**src/rtl/sprite_pkg.sv**
```systemverilog
// Shared sizes, palette constants and types for the sprite blitter.
package sprite_pkg;
  localparam int SPR_W_DEF     = 126;
  localparam int SPR_H_DEF     = 60;
  localparam int SCR_W_DEF     = 640;
  localparam int SCR_H_DEF     = 480;
  localparam int ADDR_W_DEF    = 13;
  localparam int FB_ADDR_W_DEF = 19;
  localparam logic [3:0] TRANSPARENT_DEF = 4'h0;

  typedef enum logic [1:0] {
    IDLE  = 2'd0,
    FETCH = 2'd1,
    RUN   = 2'd2,
    DONE  = 2'd3
  } blit_state_t;

  typedef logic [3:0] pal_idx_t;

  // A 12-bit two's-complement coordinate is on screen when it is non-negative and below limit.
  function automatic logic in_range(input logic [11:0] coord, input int limit);
    return (coord[11] == 1'b0) && (coord < 12'(limit));
  endfunction
endpackage

```
**src/rtl/sprite_addr_gen.sv**
```systemverilog
// Sprite traversal counters: row/col position, incremental row base, mirrored ROM address.
module sprite_addr_gen
  import sprite_pkg::*;
#(
  parameter int SPR_W  = SPR_W_DEF,
  parameter int SPR_H  = SPR_H_DEF,
  parameter int ADDR_W = ADDR_W_DEF,
  parameter int COL_W  = $clog2(SPR_W),
  parameter int ROW_W  = $clog2(SPR_H)
) (
  input  logic              clk,
  input  logic              rst_n,
  input  logic              load,
  input  logic              flip_in,
  input  logic              advance,
  output logic [ADDR_W-1:0] spr_addr,
  output logic [COL_W-1:0]  col,
  output logic [ROW_W-1:0]  row,
  output logic              last
);
  logic [COL_W-1:0]  col_r, nxt_col_s;
  logic [ROW_W-1:0]  row_r, nxt_row_s;
  logic [ADDR_W-1:0] base_r, nxt_base_s, nxt_addr_s, spr_addr_r;
  logic              flip_r, row_end_s;

  // Next pixel position; the row base steps by SPR_W so no multiplier is needed.
  always_comb begin
    row_end_s = (col_r == COL_W'(SPR_W - 1));
    if (row_end_s) begin
      nxt_col_s  = {COL_W{1'b0}};
      nxt_row_s  = row_r + ROW_W'(1);
      nxt_base_s = base_r + ADDR_W'(SPR_W);
    end else begin
      nxt_col_s  = col_r + COL_W'(1);
      nxt_row_s  = row_r;
      nxt_base_s = base_r;
    end
    if (flip_r) begin
      nxt_addr_s = nxt_base_s + (ADDR_W'(SPR_W - 1) - ADDR_W'(nxt_col_s));
    end else begin
      nxt_addr_s = nxt_base_s + ADDR_W'(nxt_col_s);
    end
  end

  // Traversal registers; load restarts at pixel (0,0) and captures the flip mode.
  always_ff @(posedge clk or negedge rst_n) begin
    if (!rst_n) begin
      col_r      <= {COL_W{1'b0}};
      row_r      <= {ROW_W{1'b0}};
      base_r     <= {ADDR_W{1'b0}};
      spr_addr_r <= {ADDR_W{1'b0}};
      flip_r     <= 1'b0;
    end else if (load) begin
      col_r      <= {COL_W{1'b0}};
      row_r      <= {ROW_W{1'b0}};
      base_r     <= {ADDR_W{1'b0}};
      flip_r     <= flip_in;
      spr_addr_r <= flip_in ? ADDR_W'(SPR_W - 1) : {ADDR_W{1'b0}};
    end else if (advance) begin
      col_r      <= nxt_col_s;
      row_r      <= nxt_row_s;
      base_r     <= nxt_base_s;
      spr_addr_r <= nxt_addr_s;
    end
  end

  assign spr_addr = spr_addr_r;
  assign col      = col_r;
  assign row      = row_r;
  assign last     = row_end_s && (row_r == ROW_W'(SPR_H - 1));
endmodule

```
**src/rtl/sprite_blitter.sv**
```systemverilog
// Copies a palette-indexed sprite from ROM into the frame buffer with clipping,
// transparency and optional horizontal mirroring.
module sprite_blitter
  import sprite_pkg::*;
#(
  parameter int         SPR_W       = SPR_W_DEF,
  parameter int         SPR_H       = SPR_H_DEF,
  parameter int         SCR_W       = SCR_W_DEF,
  parameter int         SCR_H       = SCR_H_DEF,
  parameter logic [3:0] TRANSPARENT = TRANSPARENT_DEF,
  parameter int         ADDR_W      = ADDR_W_DEF,
  parameter int         FB_ADDR_W   = FB_ADDR_W_DEF
) (
  input  logic                 Clk,
  input  logic                 Reset_n,
  input  logic                 start,
  input  logic signed [10:0]   pos_x,
  input  logic signed [10:0]   pos_y,
  input  logic                 flip_h,
  output logic [ADDR_W-1:0]    spr_addr,
  input  logic [3:0]           spr_data,
  output logic [FB_ADDR_W-1:0] fb_addr,
  output logic [3:0]           fb_data,
  output logic                 fb_we,
  input  logic                 fb_ready,
  output logic                 busy,
  output logic                 done
);
  localparam int COL_W = $clog2(SPR_W);
  localparam int ROW_W = $clog2(SPR_H);

  blit_state_t          state_r, state_s;
  logic [10:0]          pos_x_r, pos_y_r;
  logic                 fetch_on_r, busy_r, done_r;
  logic                 rd_valid_r, hold_valid_r;
  logic [COL_W-1:0]     rd_col_r, col_s;
  logic [ROW_W-1:0]     rd_row_r, row_s;
  pal_idx_t             hold_data_r, pix_s, fb_data_r;
  logic [FB_ADDR_W-1:0] fb_addr_r, fb_addr_s;
  logic                 fb_we_r, we_s;
  logic                 stall_s, accept_s, adv_s, last_s;
  logic [11:0]          sx_s, sy_s;

  assign stall_s  = fb_we_r && !fb_ready;
  assign accept_s = (state_r == IDLE) && start;
  assign adv_s    = fetch_on_r && !stall_s;

  sprite_addr_gen #(
    .SPR_W (SPR_W),
    .SPR_H (SPR_H),
    .ADDR_W(ADDR_W),
    .COL_W (COL_W),
    .ROW_W (ROW_W)
  ) u_addr_gen (
    .clk     (Clk),
    .rst_n   (Reset_n),
    .load    (accept_s),
    .flip_in (flip_h),
    .advance (adv_s && !last_s),
    .spr_addr(spr_addr),
    .col     (col_s),
    .row     (row_s),
    .last    (last_s)
  );

  // State register.
  always_ff @(posedge Clk or negedge Reset_n) begin
    if (!Reset_n) state_r <= IDLE;
    else          state_r <= state_s;
  end

  // Next state; DONE covers the final write until the frame buffer accepts it.
  always_comb begin
    state_s = state_r;
    case (state_r)
      IDLE: begin
        if (start) state_s = FETCH;
        else       state_s = IDLE;
      end
      FETCH: state_s = RUN;
      RUN: begin
        if (!stall_s && rd_valid_r && !fetch_on_r) state_s = DONE;
        else                                       state_s = RUN;
      end
      DONE: begin
        if (!stall_s) state_s = IDLE;
        else          state_s = DONE;
      end
      default: state_s = IDLE;
    endcase
  end

  // Write-stage pixel: clip, transparency test and fb address (y*640 as two shifts).
  always_comb begin
    if (hold_valid_r) pix_s = hold_data_r;
    else              pix_s = spr_data;
    sx_s      = {pos_x_r[10], pos_x_r} + 12'(rd_col_r);
    sy_s      = {pos_y_r[10], pos_y_r} + 12'(rd_row_r);
    fb_addr_s = FB_ADDR_W'({sy_s, 9'b0}) + FB_ADDR_W'({sy_s, 7'b0}) + FB_ADDR_W'(sx_s);
    we_s      = rd_valid_r && (pix_s != TRANSPARENT) &&
                in_range(sx_s, SCR_W) && in_range(sy_s, SCR_H);
  end

  // Launch bookkeeping: latched position, fetch enable, busy and the done pulse.
  always_ff @(posedge Clk or negedge Reset_n) begin
    if (!Reset_n) begin
      pos_x_r    <= 11'd0;
      pos_y_r    <= 11'd0;
      fetch_on_r <= 1'b0;
      busy_r     <= 1'b0;
      done_r     <= 1'b0;
    end else begin
      done_r <= 1'b0;
      if (accept_s) begin
        pos_x_r    <= pos_x;
        pos_y_r    <= pos_y;
        fetch_on_r <= 1'b1;
        busy_r     <= 1'b1;
      end else if (adv_s && last_s) begin
        fetch_on_r <= 1'b0;
      end
      if ((state_r == DONE) && !stall_s) begin
        busy_r <= 1'b0;
        done_r <= 1'b1;
      end
    end
  end

  // Read/write pipeline. While stalled the ROM already returns the next word, so the
  // pending pixel's data is parked in hold_data_r on the first stalled edge.
  always_ff @(posedge Clk or negedge Reset_n) begin
    if (!Reset_n) begin
      rd_valid_r   <= 1'b0;
      rd_col_r     <= {COL_W{1'b0}};
      rd_row_r     <= {ROW_W{1'b0}};
      hold_valid_r <= 1'b0;
      hold_data_r  <= 4'h0;
      fb_we_r      <= 1'b0;
      fb_addr_r    <= {FB_ADDR_W{1'b0}};
      fb_data_r    <= 4'h0;
    end else if (!stall_s) begin
      rd_valid_r   <= fetch_on_r;
      rd_col_r     <= col_s;
      rd_row_r     <= row_s;
      hold_valid_r <= 1'b0;
      fb_we_r      <= we_s;
      if (rd_valid_r) begin
        fb_addr_r <= fb_addr_s;
        fb_data_r <= pix_s;
      end
    end else if (!hold_valid_r) begin
      hold_valid_r <= 1'b1;
      hold_data_r  <= spr_data;
    end
  end

  assign fb_addr = fb_addr_r;
  assign fb_data = fb_data_r;
  assign fb_we   = fb_we_r;
  assign busy    = busy_r;
  assign done    = done_r;
endmodule
```
**config.mk**
```make
export PLATFORM = sky130hd
export DESIGN_NAME = sprite_blitter
export DESIGN_NICKNAME = d
export VERILOG_FILES = /design/src/rtl/sprite_pkg.sv /design/src/rtl/sprite_addr_gen.sv /design/src/rtl/sprite_blitter.sv
export SDC_FILE = /design/constraint.sdc
export NUM_CORES = 1
export LEC_CHECK = 0
export ABC_AREA = 1
export BUFFER_PORTS_ARGS = -buffer_cell sky130_fd_sc_hd__buf_2
export CAP_MARGIN = 25
export CORE_UTILIZATION = 45
export CTS_CLUSTER_SIZE = 12
export DETAILED_ROUTE_END_ITERATION = 8
export PLACE_DENSITY = 0.73
export SLEW_MARGIN = 20
export SYNTH_ARGS = -nofsm -noshare
export SYNTH_HDL_FRONTEND = slang
export SYNTH_HIERARCHICAL = 1
export SYNTH_SLANG_ARGS = --single-unit
```
**constraint.sdc**
```tcl
create_clock -name Clk -period 7.3 [get_ports Clk]
set_input_delay 0.365 -clock Clk [delete_from_list [all_inputs] [get_ports Clk]]
set_output_delay 0.365 -clock Clk [all_outputs]
set_load 0.05 [all_outputs]
```
-- Word level (Yosys, flattened, before mapping)
Index checks and enable logic that the tools add are counted.
- output and inout port bits: 39
- flip-flop bits (word level): 110
- reduce and logical (&&, ||, !) cells: 26
- $lt $le $gt $ge: 2
- bitwise logic cells: 3
- muxes and demuxes: 24
- eq/ne operators: 5
- $add $sub $neg: 10
- operators by type and width (operator ; count):
    two-way mux 13 bit ; 6
    two-way mux 7 bit ; 4
    adder 19 x 12 -> 19 bit ; 1
    adder 19 bit ; 1
    two-way mux 6 bit ; 3
    logical AND 1 bit ; 14
    adder 13 bit ; 1
    adder 13 x 7 -> 13 bit ; 1
    adder 13 x 7 -> 13 bit, second input constant ; 1
    adder 11 x 7 -> 12 bit ; 1
    adder 11 x 8 -> 12 bit ; 1
    less-than comparator 12 x 10 -> 1 bit, second input constant ; 1
    less-than comparator 12 x 9 -> 1 bit, second input constant ; 1
    two-way mux 1 bit ; 8
    case mux 2 bit (4 select lines) ; 1
    nonzero test 2 bit ; 4
    subtractor 7 x 7 -> 8 bit, first input constant ; 1
    adder 7 x 1 -> 7 bit, second input constant ; 1
    equality test 7 bit, second input constant ; 1
    adder 6 x 1 -> 6 bit, second input constant ; 1
    equality test 6 bit, second input constant ; 1
    equality test 2 bit, second input constant ; 2
    logical NOT 1 bit ; 4
    two-way mux 4 bit ; 1
    other kinds (6) ; 9

-- Depth between registers and ports, before layout
Gate-level depths: netlist (run 1).
- depth after elaboration: 7
- depth in mapped cells: 31
- gate-level depth less buffers: 30

-- Modules after synthesis
Netlist (run 1), hierarchy kept.
- modules (own cells, without submodules) (module ; area an instance (µm²) ; times used ; seq. area each (µm²) ; cells an instance):
    sprite_blitter ; 4179.0 ; 1 ; 1751.7 ; 537
    sprite_addr_gen ; 2650.0 ; 1 ; 975.9 ; 350

-- Worst setup path after synthesis (run 1)
OpenSTA, ideal clock, no wires.
- kind: flip-flop to flip-flop
- start: reg u_addr_gen.col_r[0] (netlist: u_addr_gen/col[0])
- end: reg u_addr_gen.spr_addr_r[12] (netlist: u_addr_gen/spr_addr[12])
- cell stages (with the launch flop): 26
- arrival: 3.109 ns
- required time: 7.182 ns
- path buffers: 1
- setup slack: 4.073 ns
- setup time: 0.118 ns
- cells stage by stage: dfrtp_1 > ha_1 > nand3_2 > nor2_8 > buf_2 > nor2_1 > ha_1 > inv_1 > nor2_1 > nand2_1 > nand2_1 > xor2_1 > ha_1 > a21o_1 > a21boi_0 > nand2_1 > nand2_1 > nand2_1 > nand2_1 > nand2_2 > nand2_2 > nand2_2 > nand2_2 > nand3_1 > nand3_1 > nand2_1
- cells in the longest elaborated chain, start to end: 7
- ends and longest elaborated chain (what ; RTL line ; text):
    start: declaration ; sprite_addr_gen.sv:21 ; logic [COL_W-1:0] col_r, nxt_col_s;
    start signal: assignment ; sprite_addr_gen.sv:48 ; col_r <= {COL_W{1'b0}};
    start signal: assignment ; sprite_addr_gen.sv:54 ; col_r <= {COL_W{1'b0}};
    start signal: assignment ; sprite_addr_gen.sv:60 ; col_r <= nxt_col_s;
    adder 7 x 1 -> 7 bit or equality test 7 bit (tied branches) ; sprite_addr_gen.sv:34, sprite_addr_gen.sv:28 ;
    two-way mux 7 bit ; sprite_addr_gen.sv:29 ; if (row_end_s) begin
    subtractor 7 x 7 -> 8 bit ; sprite_addr_gen.sv:39 ; nxt_addr_s = nxt_base_s + (ADDR_W'(SPR_W - 1) - ADDR_W'(nxt_col_s));
    adder 13 bit ; sprite_addr_gen.sv:39 ;
    two-way mux 13 bit ; sprite_addr_gen.sv:38 ; if (flip_r) begin
    two-way mux 13 bit ; sprite_addr_gen.sv:59 ; end else if (advance) begin
    two-way mux 13 bit ; sprite_addr_gen.sv:53 ; end else if (load) begin
    end signal: assignment ; sprite_addr_gen.sv:51 ; spr_addr_r <= {ADDR_W{1'b0}};
    end signal: assignment ; sprite_addr_gen.sv:58 ; spr_addr_r <= flip_in ? ADDR_W'(SPR_W - 1) : {ADDR_W{1'b0}};
    end signal: assignment ; sprite_addr_gen.sv:63 ; spr_addr_r <= nxt_addr_s;
    end: declaration ; sprite_addr_gen.sv:23 ; logic [ADDR_W-1:0] base_r, nxt_base_s, nxt_addr_s, spr_addr_r;
Several ways; a longest one is shown, not always the timed one. The select of a mux whose other input is x is not followed.
A chain may end at the register's enable or synchronous reset.

-- Worst setup path after layout (run 1)
- start: reg u_addr_gen.col_r[1] (netlist: u_addr_gen/col[1])
- end: reg u_addr_gen.spr_addr_r[12] (netlist: u_addr_gen/spr_addr[12])
Same word-level chain as after synthesis.

==> results of run 1 <==
[state kept, by name, summed over array words and instances, names as in the netlist, 7 cells and up]
signal and count:
u_addr_gen/base_r 12, rd_col_r 7, u_addr_gen/col 7, fb_addr 19
pos_y_r 11, pos_x_r 11, u_addr_gen/spr_addr 13
[cells by family after synthesis]
family / synth area share (%)
other cells: 0.0549
buf+inv: 7.77
compound gates: 10.6
fa+ha+maj: 10.5
simple gates: 26.7
xor+xnor: 4.23
flops: 39.9
mux: 0.293
[metrics by stage]
stage / cells / utilization [%] / setup slack [ps] / power [mW] / cell area, um^2
global placement: 1123 / 50.1 / 3940 / 2.76 / 7340
global route: 1139 / 52.1 / 3390 / 3.58 / 7630
floorplan: 887 / - / 4070 / 2.39 / 6830
detailed placement: 1123 / 50.1 / 3820 / 2.80 / 7340
CTS: 1139 / 52.1 / 3790 / 3.30 / 7630
finish: 1139 / 52.1 / 3810 / 3.28 / 7630
[routing by layer]
layer	vias to the layer above	global-route usage (%)
met5	-	0
met4	0	6.10
met3	15	4.07
met2	119	34.1
met1	2613	26.4
li1	2976	-
[cell usage after synthesis, drive strengths merged, types with 5 or more instances]
cell	instances	area (um^2)
or2	5	31.3
ha	46	576
o21ai	66	334
fa	7	140
nand2	287	1110
clkbuf	13	48.8
a21oi	34	174
xnor2	7	61.3
xor2	26	228
nor2	62	267
nand3	46	278
a31oi	9	56.3
dfrtp	109	2730
o22ai	11	68.8
nand4	13	81.3
nor3	7	35.0
buf	9	53.8
inv	114	428
[worst reg2reg max path, cell delays in order, from the launching register on]
cell and delay (ps):
dfrtp_1 420, inv_1 90, ha_1 160, nand3_2 110, nor2_8 250, inv_2 160, nand2_1 110, inv_1 70
ha_1 210, inv_1 50, nor2_1 40, nand2_1 90, nand2_1 70, xor2_1 150, ha_1 360, a21o_1 220
a21boi_0 150, nand2_1 90, nand2_1 80, nand2_1 50, nand2_1 70, nand2_2 60, nand2_2 70, nand2_2 50
nand2_2 50, nand3_1 60, nand3_1 80, nand2_1 50
[layout make-up]
cell class / instances / area [um^2] / area share, %
tap: 184 / 230 / 3.02
timing repair buffer: 74 / 385 / 5.05
clock inverter: 6 / 47.5 / 0.623
clock buffer: 10 / 239 / 3.13
sequential: 109 / 2730 / 35.8
inverter: 114 / 428 / 5.61
multi-input combinational: 642 / 3570 / 46.8
[worst max path at each step]
stage	to	slack (ps)	depth (start not counted)
6_report	u_addr_gen/spr_addr[12]	3810	27
5_1_grt	u_addr_gen/spr_addr[12]	3390	27
4_1_cts	u_addr_gen/spr_addr[12]	3790	27
3_5_place_dp	u_addr_gen/spr_addr[12]	3820	27
3_3_place_gp	u_addr_gen/spr_addr[12]	3940	27
2_1_floorplan	u_addr_gen/spr_addr[12]	4070	25
[power groups by stage]
stage | Clock, mW | Combinational [mW] | Sequential, mW
floorplan | 0 | 1.13 | 1.26
global placement | 0 | 1.80 | 0.966
detailed placement | 0 | 1.82 | 0.974
CTS | 0.494 | 1.84 | 0.963
global route | 0.519 | 2.07 | 0.992
finish | 0.479 | 1.84 | 0.962
==> run summary, run 1 <==
- **status** complete, but fails checks
- **failing checks** DRC
- **synthesis-stage register bit count** 109
- **capturing element type of the critical path** flip-flop
- **Max Fanout on Critical Path** 15
- **worst setup path start** u_addr_gen/col[1]
- **delay of the slowest critical-path stage** 420 ps
- **root buf cell** clkbuf_16
- **total routing usage reported by global routing** 20.3%
- **first-pass GRT wire length** 25.8 mm
- **number of diodes added for antenna fixing** 0
- **Bufs and invs on worst path** 4
- **final count of pins violating max slew** 0
- **worst hold slack** 0.323 ps
- **met3 routed WL** 630 um
- **Met1 Routed Length** 7.14 mm
- **portion of total power attributed to sequential cells** 29.4%
- **Top Layer Used** met4
- **largest net degree at the start of global routing** 65
- **measured slew at the worst slew-check pin** 816 ps
- **count of hold buffers inserted by post-cts repair** 0
- **worst slew margin relative to its limit** 45.5%
- **HP Class** input port to asynchronous set/reset pin
- **cell type with the highest occurrence count on the critical path** nand2_1
- **routed via count divided by cell count** 5.02
- **dpl hpwl** 11.0 mm
- **category of the worst setup path launch point** flip-flop
- **most common cell after layout, fill and taps aside** nand2_1
- **total congestion overflow** 0
- **PortBufs** 69
- **internal power consumption** 1.65 mW
- **H-tree levels** 3
- **via count of the first global-routing pass** 5574
- **length of routed met2 wiring** 6.96 mm
- **Netlist cell types** 45
- **initial drt markers** 347
- **required time reported for the critical path endpoint** 7560 ps
- **final setup violation count** 0
- **total wire length after detailed routing** 14.9 mm
- **Residual DRC** 16
- **Sw Share** 49.5%
- **logic depth of the worst register-to-register path** 27
- **Filler Cells Inserted** 1441
- **sw power** 1.62 mW
- **share of the clock period used by the worst path** 47.8%
- **final setup TNS** 0 ps
- **kind of cell with the highest combined delay on the critical path** simple AND/OR/NAND/NOR gates
- **Sink Count** 109
- **Max rail drop VDD** 243 uV
- **Main synth FF type** dfrtp_1
- **flop2flop setup slack** 3810 ps
- **data arrival time of the critical path** 3750 ps
- **per-cell routed wire length** 13.1 um
- **peak clock frequency supported by timing** 286 MHz
- **areal power density over the cells** 429 nW/um^2
- **overall via count from detail_route** 5723
- **RSZ-0062 raised after global routing** false
- **Longest Clk Path Bufs** 2
- **net count reported at finish** 1034
- **slowest cell on the critical path** dfrtp_1
- **number of maximum-capacitance constraint violations** 0
- **CTS Buf Count** 9
- **Crit Reg-Reg Startpoint** u_addr_gen/col[1]
- **count of warnings emitted by yosys** 6
- **share of synthesized flip-flops with an asynchronous set or reset** 100%
- **x dimension of the die** 125 um
- **Die Footprint** 15700 um^2
- **latest clock arrival within the worst-skew pair** 360 ps
- **Ports** 70
- **effective utilization at floorplan** 46.6%
- **synthesized area per cell** 7.70 um^2
- **TritonRoute pass-1 iters** 7
- **area delta synth->final** 11.7%
- **Die H** 125 um
- **placeable core region** 14600 um^2
- **most frequent cells in the layout** nand2_1 (274), inv_1 (111), dfrtp_1 (109)
- **gate count of the mapped netlist** 887
- **post-CTS setup-driven buffer insertion count** 0
- **Worst Path Class, Setup** flip-flop to flip-flop
- **LEAKAGE** 4.15 nW
- **final weighted congestion in routability-driven placement** 0.863
- **clock-pin slew on the worst setup and hold paths** 80 ps
- **Mapped Nets** 971
- **Hold Vio Cnt, Final** 0
- **Seq/Total Area, Yosys** 39.9%
- **post-layout min period** 3490 ps
- **fraction of final layout cells with drive strength greater than 1** 13.1%
- **worst reg2reg path endpoint** u_addr_gen/spr_addr[12]
- **number of antenna violations at the first check in global routing** 0
- **TritonCTS clock tree** yes
- **CTS-repair resized insts** 0
- **clock share of power** 14.6%
- **Post-synth EDFFs** 0
- **largest clock skew in the final design** 12.9 ps
- **number of rows created at floorplan** 44
- **logic gate share of total power** 56.0%
- **final antenna-violating net count** 0
- **synthesized area** 6830 um^2
Note: power is estimated with default switching activity, not from simulation.
==> run 2: changes to the inputs <==
- clock period: 7.3 -> 3.7 ns (I/O delays scaled with it)
==> run 2 against run 1 <==
Effect of this change: the run still ends with DRC left; design area is 0.95% higher; sequential share of layout area decreased by 0.34 points; critical endpoint is now fb_addr[15]; die area did not move; non-clock buffer count up 9; register-to-register slack got worse by 3500 ps; worst hold slack improved by 19 ps; clock power increased by 90%; clock-buffer cell count down 1; setup slack worse by 3500 ps; via count up 2.3%; first-iteration DRC count fell by 2.0%; clock skew fell by 5.9 ps; highest routed layer unchanged.
==> run summary, run 2 (same netlist as run 1, synthesis figures left out) <==
- **fraction of final layout cells with drive strength greater than 1** 14.0%, was 13.1%
- **delay of the slowest critical-path stage** 540 ps, was 420 ps
- **total wire length after detailed routing** 15.2 mm, was 14.9 mm
- **H-tree levels** 3, unchanged
- **worst setup path start** pos_x_r[0], was u_addr_gen/col[1]
- **CTS Buf Count** 9, unchanged
- **Placed Cells** 1126, was 1123
- **worst reg2reg path endpoint** fb_addr[15], was u_addr_gen/spr_addr[12]
- **Storage cell area** 2730 um^2, unchanged
- **net count reported at finish** 1043, was 1034
- **routed via count divided by cell count** 5.10, was 5.02
- **share of the clock period used by the worst path** 91.4%, was 47.8%
- **HP Class** input port to flip-flop, was input port to asynchronous set/reset pin
- **largest clock skew in the final design** 6.99 ps, was 12.9 ps
- **peak clock frequency supported by timing** 296 MHz, was 286 MHz
- **cell depth of the worst hold path** 3
- **combined area of the multi-input logic cells** 3580 um^2, was 3570 um^2
- **Ports** 70, unchanged
- **post-layout min period** 3380 ps, was 3490 ps
- **portion of total power attributed to sequential cells** 29.3%, was 29.4%
- **Sw Share** 49.6%, was 49.5%
- **final setup TNS** 0 ps, unchanged
- **failing checks** DRC, unchanged
- **area delta synth->final** 12.8%, was 11.7%
- **cells along the critical path** ha_1 -> fa_1 -> nand3_1 -> nand3_1 -> nand2_1 -> nand2_1 -> fa_1 -> inv_1 -> ha_1 -> a21oi_1 -> o21ai_0 -> a21oi_1 -> nor2_1 -> nor2_1 -> xor2_1 -> o21ai_0
- **measured slew at the worst slew-check pin** 867 ps, was 816 ps
- **slowest cell on the critical path** fa_1, was dfrtp_1
- **overall via count from detail_route** 5852, was 5723
- **TritonRoute pass-1 iters** 7, unchanged
- **logic gate share of total power** 56.7%, was 56.0%
- **worst slew margin relative to its limit** 42.1%, was 45.5%
- **number of antenna violations at the first check in global routing** 0, unchanged
- **PortBufs** 69, unchanged
- **first-pass GRT wire length** 26.3 mm, was 25.8 mm
- **Die H** 125 um, unchanged
- **per-cell routed wire length** 13.3 um, was 13.1 um
- **root buf cell** clkbuf_16, unchanged
- **Filler Cells Inserted** 1436, was 1441
- **TritonCTS clock tree** yes, unchanged
- **Hold Vio Cnt, Final** 0, unchanged
- **x dimension of the die** 125 um, unchanged
- **hold worst-path end** pos_y_r[1]
- **sw power** 3.23 mW, was 1.62 mW
- **total congestion overflow** 0, unchanged
- **max FFs per register** 19, unchanged
- **number of rows created at floorplan** 44, unchanged
- **flop2flop setup slack** 320 ps, was 3810 ps
- **launch point of the worst hold path** pos_y[1]
- **clock-pin slew on the worst setup and hold paths** 70 ps, was 80 ps
- **latest clock arrival within the worst-skew pair** 360 ps, about the same
- **RSZ-0062 raised after global routing** false, unchanged
- **Non-Filler Instances** 1148, was 1139
- **final setup violation count** 0, unchanged
- **initial drt markers** 340, was 347
- **worst hold slack** 19.4 ps, was 0.323 ps
- **effective utilization at floorplan** 46.6%, unchanged
- **required time reported for the critical path endpoint** 3900 ps, was 7560 ps
- **data arrival time of the critical path** 3590 ps, was 3750 ps
- **Residual DRC** 16, unchanged
- **category of the worst setup path launch point** flip-flop, unchanged
- **total routing usage reported by global routing** 20.7%, was 20.3%
- **Die Footprint** 15700 um^2, unchanged
- **internal power consumption** 3.28 mW, was 1.65 mW
- **most frequent cells in the layout** nand2_1 (274), inv_1 (111), dfrtp_1 (109), unchanged
- **placeable core region** 14600 um^2, unchanged
- **Sink Count** 109, unchanged
- **Worst Path Class, Setup** flip-flop to flip-flop, unchanged
- **Max rail drop VDD** 461 uV, was 243 uV
- **number of maximum-capacitance constraint violations** 0, unchanged
- **final weighted congestion in routability-driven placement** 0.869, was 0.863
- **final antenna-violating net count** 0, unchanged
- **Final Util** 52.6%, was 52.1%
- **Crit Reg-Reg Startpoint** pos_x_r[0], was u_addr_gen/col[1]
- **dpl hpwl** 11.3 mm, was 11.0 mm
- **status** complete, but fails checks, unchanged
- **via count of the first global-routing pass** 5674, was 5574
- **capturing element type of the critical path** flip-flop, unchanged
- **Max Fanout on Critical Path** 4, was 15
- **final count of pins violating max slew** 0, unchanged
- **largest net degree at the start of global routing** 64, was 65
- **areal power density over the cells** 845 nW/um^2, was 429 nW/um^2
- **clock share of power** 14.0%, was 14.6%
- **LEAKAGE** 4.18 nW, was 4.15 nW
- **number of diodes added for antenna fixing** 0, unchanged
- **most common cell after layout, fill and taps aside** nand2_1, unchanged
- **Longest Clk Path Bufs** 2, unchanged
- **logic depth of the worst register-to-register path** 16, was 27
==> run 2: cell count changes in the layout (fill, tap and decap cells not counted), sizes merged <==
cell | previous run | this run
clkinvlp | 1 | 2
clkbuf | 10 | 9
dlygate4sd3 | 0 | 1
buf | 74 | 82
==> run 2: timing repair <==
action                                  4_1_cts  5_1_grt
endpoints found under the setup margin        0        1
hold endpoints to repair                     61        0
setup buffers                                 0        4
gates resized for setup                       0        4
hold buffers                                  1        0
==> run 2: layout make-up <==
class	instances	share of cell area [%]
multi-input combinational	642	46.5
sequential	109	35.4
timing repair buffer	83	5.91
inverter	114	5.59
tap	184	2.99
clock buffer	9	2.92
clock inverter	7	0.666
==> run 2: metal layers <==
metal	GRT usage, %	routed length (um)
met1	26.3	7110
met5	0	0
met3	4.71	678
met2	35.0	7200
met4	6.46	231
==> run 2: power groups by stage <==
stage / Clock (mW) / Combinational [mW] / Sequential (mW)
floorplan: 0 / 2.23 / 2.49
global placement: 0 / 3.56 / 1.91
detailed placement: 0 / 3.63 / 1.93
CTS: 0.936 / 3.68 / 1.91
global route: 0.985 / 4.15 / 1.96
finish: 0.912 / 3.69 / 1.91
==> run 2: worst max-delay path by stage <==
stage / end / slack (ps) / cells after the start
2_1_floorplan: u_addr_gen/spr_addr[12] / 470 / 25
3_3_place_gp: u_addr_gen/spr_addr[12] / 340 / 28
5_1_grt: u_addr_gen/spr_addr[12] / 2 / 28
4_1_cts: u_addr_gen/spr_addr[12] / 230 / 27
3_5_place_dp: u_addr_gen/spr_addr[12] / 250 / 27
6_report: fb_addr[15] / 320 / 16
==> run 2: critical path: cells and delay by family (launching register included) <==
family | cells | cell delay [ps]
DFF | 1 | 390
and+or+nand+nor | 6 | 530
adders and majority gates | 4 | 1540
xor gates and xnor gates | 1 | 140
AOI/OAI and AO/OA | 4 | 590
buffers and inverters | 1 | 40
==> run 2: per-stage QoR <==
step	power (mW)	setup slack [ps]	cell area, um^2
after global placement	5.47	336	7360
final	6.51	317	7700
after global routing	7.09	2.31	7700
after CTS	6.52	234	7650
after detailed placement	5.56	251	7360
after floorplan	4.71	473	6830
